File: src/rtl/clk_div_pkg.sv
// Shared constants and helpers for the multi-channel clock divider.
//   RATIO_W_DEF : default width of one channel's ratio field
//   BYPASS_MAX  : largest ratio that still means "pass the reference clock through"
//   half_high() : length of the high phase for a ratio, rounded up so odd ratios
//                 spend the extra cycle high
`timescale 1ns/1ps
package clk_div_pkg;

  localparam int unsigned RATIO_W_DEF = 8;
  localparam int unsigned BYPASS_MAX  = 1;

  // Evaluated in 32 bits so a full-scale ratio (e.g. 255) cannot wrap the +1.
  function automatic int unsigned half_high(input int unsigned ratio);
    return (ratio + 1) >> 1;
  endfunction

endpackage

File: src/rtl/clk_div_ch.sv
// One divider channel: active/pending ratio registers, load/ack handshake,
// period counter and the output mux between divided clock and reference.
// Ports:
//   i_ref_clk    reference clock, all state on its rising edge
//   i_rst        asynchronous active-high reset
//   i_clk_en     channel enable; low forces reference passthrough
//   i_div_ratio  requested ratio, sampled when i_ratio_load is high
//   i_ratio_load one-cycle strobe capturing i_div_ratio
//   o_div_clk    divided clock, or i_ref_clk in bypass
//   o_div_tick   high for the first reference cycle of every divided period
//   o_ratio_ack  one-cycle pulse when a loaded ratio becomes active
`timescale 1ns/1ps
module clk_div_ch
  import clk_div_pkg::*;
#(
  parameter int unsigned RATIO_W = RATIO_W_DEF
) (
  input  logic               i_ref_clk,
  input  logic               i_rst,
  input  logic               i_clk_en,
  input  logic [RATIO_W-1:0] i_div_ratio,
  input  logic               i_ratio_load,
  output logic               o_div_clk,
  output logic               o_div_tick,
  output logic               o_ratio_ack
);

  localparam logic [RATIO_W-1:0] ByMax = RATIO_W'(BYPASS_MAX);
  localparam logic [RATIO_W-1:0] One   = RATIO_W'(1);

  logic [RATIO_W-1:0] r_act_q, r_act_d;
  logic [RATIO_W-1:0] r_pend_q, r_pend_d;
  logic [RATIO_W-1:0] cnt_q, cnt_d;
  logic               pend_valid_q, pend_valid_d;
  logic               div_q, div_d;
  logic               run_q, run_d;  // divide mode active (registered so entry is edge-aligned)
  logic               ack_q, ack_d;

  logic [RATIO_W-1:0] high_len;
  logic [RATIO_W-1:0] apply_ratio;
  logic               boundary;
  logic               apply;

  assign high_len = RATIO_W'(half_high(32'(r_act_q)));

  always_comb begin
    boundary     = 1'b0;
    // run_q implies r_act_q >= 2, so the decrement never underflows.
    if (run_q) boundary = (cnt_q == r_act_q - One);

    // Divide mode applies only at a period boundary; bypass applies on the next edge.
    apply        = run_q ? (boundary && (pend_valid_q || i_ratio_load)) : pend_valid_q;
    // A load arriving on the apply edge is newer than the pending value, so it wins.
    apply_ratio  = i_ratio_load ? i_div_ratio : r_pend_q;

    r_act_d      = r_act_q;
    r_pend_d     = r_pend_q;
    pend_valid_d = pend_valid_q;
    if (apply) begin
      r_act_d      = apply_ratio;
      pend_valid_d = 1'b0;
    end else if (i_ratio_load) begin
      r_pend_d     = i_div_ratio;
      pend_valid_d = 1'b1;
    end
    ack_d = apply;

    if (!i_clk_en || (r_act_d <= ByMax)) begin
      run_d = 1'b0;
      cnt_d = '0;
      div_d = 1'b0;
    end else if (!run_q || apply) begin
      // Fresh period: enable rising or new ratio taking effect.
      run_d = 1'b1;
      cnt_d = '0;
      div_d = 1'b1;
    end else begin
      run_d = 1'b1;
      cnt_d = boundary ? '0 : cnt_q + One;
      div_d = (cnt_d < high_len);
    end
  end

  always_ff @(posedge i_ref_clk or posedge i_rst) begin
    if (i_rst) begin
      r_act_q      <= '0;
      r_pend_q     <= '0;
      pend_valid_q <= 1'b0;
      cnt_q        <= '0;
      div_q        <= 1'b0;
      run_q        <= 1'b0;
      ack_q        <= 1'b0;
    end else begin
      r_act_q      <= r_act_d;
      r_pend_q     <= r_pend_d;
      pend_valid_q <= pend_valid_d;
      cnt_q        <= cnt_d;
      div_q        <= div_d;
      run_q        <= run_d;
      ack_q        <= ack_d;
    end
  end

  assign o_div_clk   = run_q ? div_q : i_ref_clk;
  assign o_div_tick  = run_q && (cnt_q == '0);
  assign o_ratio_ack = ack_q;

endmodule

File: src/rtl/clk_div_multi.sv
// Multi-channel integer clock divider: NUM_CH independent clk_div_ch instances
// sharing one reference clock and reset.
// Ports:
//   i_ref_clk, i_rst          reference clock and asynchronous active-high reset
//   i_clk_en[NUM_CH]          per-channel enable
//   i_div_ratio               per-channel ratios, channel k at [k*RATIO_W +: RATIO_W]
//   i_ratio_load[NUM_CH]      per-channel load strobe
//   o_div_clk[NUM_CH]         divided clocks (or reference passthrough)
//   o_div_tick[NUM_CH]        period-start pulses
//   o_ratio_ack[NUM_CH]       ratio-applied pulses
`timescale 1ns/1ps
module clk_div_multi
  import clk_div_pkg::*;
#(
  parameter int unsigned NUM_CH  = 2,
  parameter int unsigned RATIO_W = RATIO_W_DEF
) (
  input  logic                      i_ref_clk,
  input  logic                      i_rst,
  input  logic [NUM_CH-1:0]         i_clk_en,
  input  logic [NUM_CH*RATIO_W-1:0] i_div_ratio,
  input  logic [NUM_CH-1:0]         i_ratio_load,
  output logic [NUM_CH-1:0]         o_div_clk,
  output logic [NUM_CH-1:0]         o_div_tick,
  output logic [NUM_CH-1:0]         o_ratio_ack
);

  for (genvar k = 0; k < NUM_CH; k++) begin : g_ch
    clk_div_ch #(
      .RATIO_W(RATIO_W)
    ) u_ch (
      .i_ref_clk   (i_ref_clk),
      .i_rst       (i_rst),
      .i_clk_en    (i_clk_en[k]),
      .i_div_ratio (i_div_ratio[k*RATIO_W +: RATIO_W]),
      .i_ratio_load(i_ratio_load[k]),
      .o_div_clk   (o_div_clk[k]),
      .o_div_tick  (o_div_tick[k]),
      .o_ratio_ack (o_ratio_ack[k])
    );
  end

endmodule

File: config.mk
export PLATFORM = sky130hd
export DESIGN_NAME = clk_div_multi
export DESIGN_NICKNAME = d
export VERILOG_FILES = /design/src/rtl/clk_div_pkg.sv /design/src/rtl/clk_div_ch.sv /design/src/rtl/clk_div_multi.sv
export SDC_FILE = /design/constraint.sdc
export NUM_CORES = 1
export LEC_CHECK = 0
export BUFFER_PORTS_ARGS = -buffer_cell sky130_fd_sc_hd__buf_2
export CORE_MARGIN = 5
export CORE_UTILIZATION = 49
export DETAILED_ROUTE_END_ITERATION = 12
export PLACE_DENSITY_LB_ADDON = 0.12
export SYNTH_ARGS = -nofsm -noshare
export SYNTH_HDL_FRONTEND = slang
export SYNTH_SLANG_ARGS = --single-unit
File: constraint.sdc
create_clock -name i_ref_clk -period 4.4 [get_ports i_ref_clk]
set_input_delay 0.66 -clock i_ref_clk [delete_from_list [all_inputs] [get_ports i_ref_clk]]
set_output_delay 0.66 -clock i_ref_clk [all_outputs]
set_load 0.05 [all_outputs]
==> impl_metrics.py, run 1 <==
metrics = {
    "run_status": {
        "status": "finished, final reports clean",
    },
    "routing": {
        "wl_per_cell_microns": 15.5,
        "num_vias": 2992,
        "wirelength_microns": 8240,
        "drt_pass1_iterations": 5,
        "postRouteAntennaNets": 0,
        "route.detailed.drc": 0,
        "vias_per_cell": 5.62,
        "drt-initial-drc-count": 170,
    },
    "sta": {
        "drv_slew": 0,
        "finalHoldViolCount": 0,
        "layout_min_cycle_time_ns": 3.58,
        "setup-tns-final_ns": 0,
        "setup_slack_ns": 0.819,
        "slew_headroom": 0.554,
        "rsz0062_at_grt": "no",
        "setup_viol": 0,
        "period_share": 0.814,
        "timing.fmax_ghz": 0.279,
        "hold_slack_ns": 0.185,
        "timing_worst_slew_pin_value_ns": 0.665,
        "skew_ns": 0.0104,
    },
    "synthesis": {
        "synth_cell_type_count": 55,
        "ys_ff_latch": 56,
        "syn_nets": 467,
        "synth.area.top_cells": "dfrtp_1 36%, ha_1 7.1%, mux2i_1 5.1%",
        "synth_top_cell_area_share": 0.359,
        "synth.most_common_cell": "dfrtp_1",
        "synth_seq_area_share": 0.359,
        "synth_edf_count": 0,
        "async_reset_ff_frac": 1.00,
        "synthCells": 423,
        "synth_flop_cell": "dfrtp_1",
        "synth-warning-count": 0,
        "syn_area_per_cell_sq_um": 9.23,
        "synthesis.area_sq_mm": 0.00390,
        "synthTopCellsByCount": "56 x dfrtp_1, 41 x nor2_1, 23 x inv_1, 23 x nand3_1, 22 x ha_1",
        "synth_area_leader_cell": "dfrtp_1",
    },
    "worst_setup_path": {
        "crit_fanout": 11,
        "critPathLaunchType": "register",
        "arrival_ns": 3.93,
        "worstPathBufferInverterCount": 1,
        "worstSetupEndpointType": "register",
        "r2r-start": "g_ch[1].u_ch.r_act_q[0]$_DFF_PP0_",
        "reg2reg_depth": 14,
        "cp_cell_sequence": "inv_1 -> ha_1 -> nand2b_1 -> or4_1 -> a211oi_2 -> o311a_1 -> nor2_1 -> ha_1 -> nand2_1 -> o21ai_0 -> nor4_1 -> o311a_1 -> a211oi_1 -> a21oi_1",
        "crit_path_end": "g_ch[1].u_ch.div_q$_DFF_PP0_",
        "r2r_slack_ns": 0.82,
        "worst-path-stages": 14,
        "startpoint": "g_ch[1].u_ch.r_act_q[0]$_DFF_PP0_",
        "r2r_end": "g_ch[1].u_ch.div_q$_DFF_PP0_",
        "slowest_stage": "dfrtp_1",
        "cp_top_family": "compound AO/OA/AOI/OAI gates",
        "critical_path_required_ns": 4.75,
        "max_stage_delay_ns": 0.55,
        "crit_type": "reg -> reg",
    },
    "global_routing": {
        "antenna_found_initial": 0,
        "grt-ovfl-total": 0,
        "grt_util_all_layers": 0.181,
        "grt_pass1_vias": 3022,
        "grt_pass1_wl_microns": 14500,
        "grt_start_max_net_pins": 40,
    },
    "clock_tree": {
        "cts_hold_buffers": 0,
        "clock_latency_ns": 0.43,
        "post_cts_resized": 0,
        "clk_pin_slew_worst_paths_ns": 0.11,
        "cts_setup_buffers": 0,
        "cts_tree": "built",
    },
    "finish": {
        "num_antenna_cells": 0,
        "drive_above_1_share": 0.160,
        "syn_to_final_growth_pct": 6.28,
        "layout.nets": 473,
        "fin_cells": 532,
        "fill_cells": 709,
        "final_area_sq_mm": 0.00415,
        "post-route-util": 0.537,
    },
    "floorplan": {
        "dieArea_sq_mm": 0.00985,
        "die_width_microns": 99.3,
        "initial_core_util": 0.505,
        "fp-row-count": 32,
        "core-area_sq_mm": 0.00773,
        "ios": 28,
        "die_h_microns": 99.3,
    },
    "placement": {
        "gp_congestion": 0.931,
        "pre_cts_ws_ns": 0.885,
        "hpwlAfterDp_microns": 6180,
        "dpl_cell_area_sq_mm": 0.00400,
        "io_buffers": 27,
        "placed_cells": 520,
    },
    "worst_hold_path": {
        "hp-class": "in -> async",
    },
    "job": {
        "max_cap_viol_count": 0,
    },
    "power": {
        "power_density_mw_per_mm2": 601,
        "leakagePower_nw": 1.91,
        "total_power_mw": 2.50,
        "peakVddDrop_mv": 0.320,
    },
}
==> cell families after synthesis <==
group | after synthesis | share of synthesized area
adders and majority gates | 22 | 0.0705
xor gates and xnor gates | 39 | 0.0875
and+or+nand+nor | 158 | 0.216
AOI/OAI and AO/OA | 54 | 0.0984
muxes | 38 | 0.103
buffers and inverters | 56 | 0.0657
DFF | 56 | 0.359
==> flip-flops by register name (all words and copies together), names as in the netlist <==
name	cells
g_ch.u_ch.o_ratio_ack	2
g_ch.u_ch.run_q	2
g_ch.u_ch.div_q	2
g_ch.u_ch.cnt_q	16
g_ch.u_ch.r_act_q	16
g_ch.u_ch.r_pend_q	16
g_ch.u_ch.pend_valid_q	2
==> layout by cell type (no fill, tap or decap), drive strengths merged, types with 2 or more instances in the layout <==
| master | instances |
|---|---|
| inv | 25 |
| o211a | 3 |
| mux2i | 20 |
| nor2 | 41 |
| or4 | 2 |
| o21ai | 17 |
| o31ai | 4 |
| nand2b | 5 |
| nand3b | 2 |
| dfrtp | 56 |
| a21o | 3 |
| nor2b | 5 |
| and3 | 6 |
| a21oi | 15 |
| nand4 | 12 |
| xnor2 | 20 |
| nor3b | 2 |
| or2 | 3 |
| mux2 | 18 |
| clkbuf | 10 |
| o311a | 2 |
| a211oi | 5 |
| buf | 28 |
| or3 | 2 |
| nor3 | 12 |
| and4b | 2 |
| nor4b | 4 |
| and2 | 4 |
| xor2 | 19 |
| ha | 22 |
| nor4 | 10 |
| nand3 | 23 |
| nand2 | 20 |
==> how the worst min path moves through the flow <==
stage,end,slack [ns],depth (start not counted)
6_report,g_ch[0].u_ch.r_pend_q[7]$_DFFE_PP0P_,0.18,2
5_1_grt,g_ch[0].u_ch.r_pend_q[7]$_DFFE_PP0P_,0.20,2
4_1_cts,g_ch[0].u_ch.r_pend_q[7]$_DFFE_PP0P_,0.20,2
3_5_place_dp,g_ch[1].u_ch.r_pend_q[0]$_DFFE_PP0P_,0.50,1
3_3_place_gp,g_ch[0].u_ch.r_pend_q[0]$_DFFE_PP0P_,0.49,1
2_1_floorplan,g_ch[1].u_ch.r_pend_q[0]$_DFFE_PP0P_,0.48,1
==> cell type report <==
type | instances | area [sq um] | share of cell area
Sequential cell | 56 | 1400 | 0.338
Clock inverter | 2 | 17.5 | 0.00422
Inverter | 23 | 86.3 | 0.0208
Tap cell | 102 | 128 | 0.0308
Timing Repair Buffer | 26 | 133 | 0.0320
Multi-Input combinational cell | 311 | 2250 | 0.541
Clock buffer | 12 | 138 | 0.0332
==> metal layers <==
layer | global-route usage | vias to the layer above | part of all wire
met3 | 0.0470 | 9 | 0.050
met1 | 0.262 | 1433 | 0.51
met5 | 0 | - | 0
met2 | 0.267 | 64 | 0.43
met4 | 0.0504 | 0 | 0.010
li1 | - | 1486 | -
==> report_power, final <==
group	switching (mW)	internal [mW]	leakage (nW)
Sequential	0.272	0.684	0.690
Clock	0.275	0.220	0.0909
Combinational	0.574	0.470	1.13
Power figures use the tool's default switching activity.
==> run 2, diff against run 1 <==
==> constraint.sdc (replaced) <==
create_clock -name i_ref_clk -period 3.4 [get_ports i_ref_clk]
set_input_delay 0.51 -clock i_ref_clk [delete_from_list [all_inputs] [get_ports i_ref_clk]]
set_output_delay 0.51 -clock i_ref_clk [all_outputs]
set_load 0.05 [all_outputs]
==> impl_metrics.py, run 2 (same netlist as run 1, synthesis figures left out) <==
metrics = {
    "run_status": {
        "status": "finished, final reports clean",
    },
    "routing": {
        "route.detailed.drc": 0,
        "wl_per_cell_microns": 15.1,
        "postRouteAntennaNets": 0,
        "wirelength_microns": 8200,
        "vias_per_cell": 5.51,
        "drt_pass1_iterations": 4,
        "drt-initial-drc-count": 121,
        "num_vias": 2989,
    },
    "clock_tree": {
        "cts_setup_buffers": 0,
        "clock_latency_ns": 0.42,
        "cts_tree": "built",
        "clk_pin_slew_worst_paths_ns": 0.10,
    },
    "finish": {
        "drive_above_1_share": 0.186,
        "syn_to_final_growth_pct": 8.88,
        "final_cell_mix": "55 x dfrtp_1, 41 x nor2_1, 27 x buf_2",
        "num_antenna_cells": 0,
        "reg.largest.list": "g_ch.u_ch.cnt_q (16), g_ch.u_ch.r_act_q (16), g_ch.u_ch.r_pend_q (16)",
        "final_area_sq_mm": 0.00425,
        "fin_cells": 542,
        "post-route-util": 0.550,
        "layout.nets": 483,
        "mostFrequentLayoutCell": "dfrtp_1",
    },
    "sta": {
        "timing.fmax_ghz": 0.322,
        "timing_worst_slew_pin_value_ns": 0.717,
        "setup_slack_ns": 0.290,
        "finalHoldViolCount": 0,
        "drv_slew": 0,
        "hold_slack_ns": 0.104,
        "layout_min_cycle_time_ns": 3.11,
        "skew_ns": 0.00537,
        "slew_headroom": 0.520,
        "period_share": 0.915,
        "setup-tns-final_ns": 0,
        "setup_viol": 0,
        "rsz0062_at_grt": "yes",
    },
    "worst_setup_path": {
        "crit_path_end": "g_ch[1].u_ch.div_q$_DFF_PP0_",
        "reg2reg_depth": 15,
        "critPathLaunchType": "register",
        "crit_fanout": 6,
        "r2r_end": "g_ch[1].u_ch.div_q$_DFF_PP0_",
        "r2r_slack_ns": 0.29,
        "slowest_stage": "or4_1",
        "critical_path_required_ns": 3.71,
        "r2r-start": "g_ch[1].u_ch.r_act_q[1]$_DFF_PP0_",
        "cp_cell_sequence": "inv_1 -> ha_1 -> nand2b_1 -> or4_1 -> a211oi_2 -> o311ai_2 -> buf_4 -> and2_1 -> ha_1 -> a21oi_1 -> nor2b_1 -> o21ai_1 -> o311a_1 -> a211oi_1 -> a21oi_1",
        "worstSetupEndpointType": "register",
        "crit_type": "reg -> reg",
        "startpoint": "g_ch[1].u_ch.r_act_q[1]$_DFF_PP0_",
        "arrival_ns": 3.42,
        "max_stage_delay_ns": 0.41,
    },
    "placement": {
        "io_buffers": 27,
        "gp_congestion": 0.857,
        "placed_cells": 530,
        "hpwlAfterDp_microns": 6260,
        "dpl_cell_area_sq_mm": 0.00408,
        "pre_cts_ws_ns": 0.216,
    },
    "floorplan": {
        "dieArea_sq_mm": 0.00985,
        "die_width_microns": 99.3,
        "initial_core_util": 0.505,
        "fp-row-count": 32,
        "die_h_microns": 99.3,
        "ios": 28,
        "core-area_sq_mm": 0.00773,
    },
    "global_routing": {
        "grt_pass1_wl_microns": 14100,
        "antenna_found_initial": 0,
        "grt-ovfl-total": 0,
        "grt_util_all_layers": 0.178,
        "grt_start_max_net_pins": 32,
        "grt_pass1_vias": 2984,
    },
    "power": {
        "power_density_mw_per_mm2": 779,
        "leakagePower_nw": 1.98,
        "peakVddDrop_mv": 0.320,
        "total_power_mw": 3.31,
    },
    "worst_hold_path": {
        "hp-class": "in -> async",
    },
    "job": {
        "max_cap_viol_count": 0,
    },
}
run 2: changes by cell type in the layout (fill, tap and decap cells not counted), sizes merged:
cell,before,now
buf,28,38
run 2: worst min path at each step:
stage | slack, ns | startpoint | depth (start not counted) | end
floorplan | 0.48 | g_ch[1].u_ch.r_pend_q[0]$_DFFE_PP0P_ | 1 | g_ch[1].u_ch.r_pend_q[0]$_DFFE_PP0P_
global placement | 0.49 | g_ch[0].u_ch.r_pend_q[0]$_DFFE_PP0P_ | 1 | g_ch[0].u_ch.r_pend_q[0]$_DFFE_PP0P_
detailed placement | 0.50 | g_ch[1].u_ch.r_pend_q[0]$_DFFE_PP0P_ | 1 | g_ch[1].u_ch.r_pend_q[0]$_DFFE_PP0P_
CTS | 0.11 | i_rst | 2 | g_ch[0].u_ch.r_pend_q[2]$_DFFE_PP0P_
global route | 0.13 | i_rst | 2 | g_ch[0].u_ch.r_pend_q[2]$_DFFE_PP0P_
finish | 0.10 | i_rst | 2 | g_ch[0].u_ch.r_pend_q[2]$_DFFE_PP0P_
run 2: area by class of cell:
cell class | count | area (sq um)
Clock buffer | 12 | 148
Clock inverter | 2 | 17.5
Fill cell | 727 | 3480
Inverter | 23 | 86.3
Multi-Input combinational cell | 311 | 2260
Sequential cell | 56 | 1400
Tap cell | 102 | 128
Timing Repair Buffer | 36 | 208
run 2: timing repair:
item                                   in CTS  in global routing
endpoints found under the hold margin       0                  0
gates resized for setup                     0                  4
hold buffers                                0                  0
setup endpoints to repair                   0                  2
run 2: worst max-delay path: cells and delay by family (launching register included):
kind            cells  cell delay (ns)
simple gates        4             0.86
buf+inv             2             0.26
compound gates      7             0.96
fa+ha+maj           2             0.54
flops               1             0.37
run 2: routing by layer:
layer / part of all wire / GRT usage
met1: 0.50 / 0.256
met2: 0.43 / 0.255
met3: 0.059 / 0.0533
met4: 0.010 / 0.0578
met5: 0 / 0
run 2: power by group:
part | internal (mW) | switching [mW]
combinational | 0.674 | 0.811
sequential | 0.887 | 0.287
clock | 0.303 | 0.348
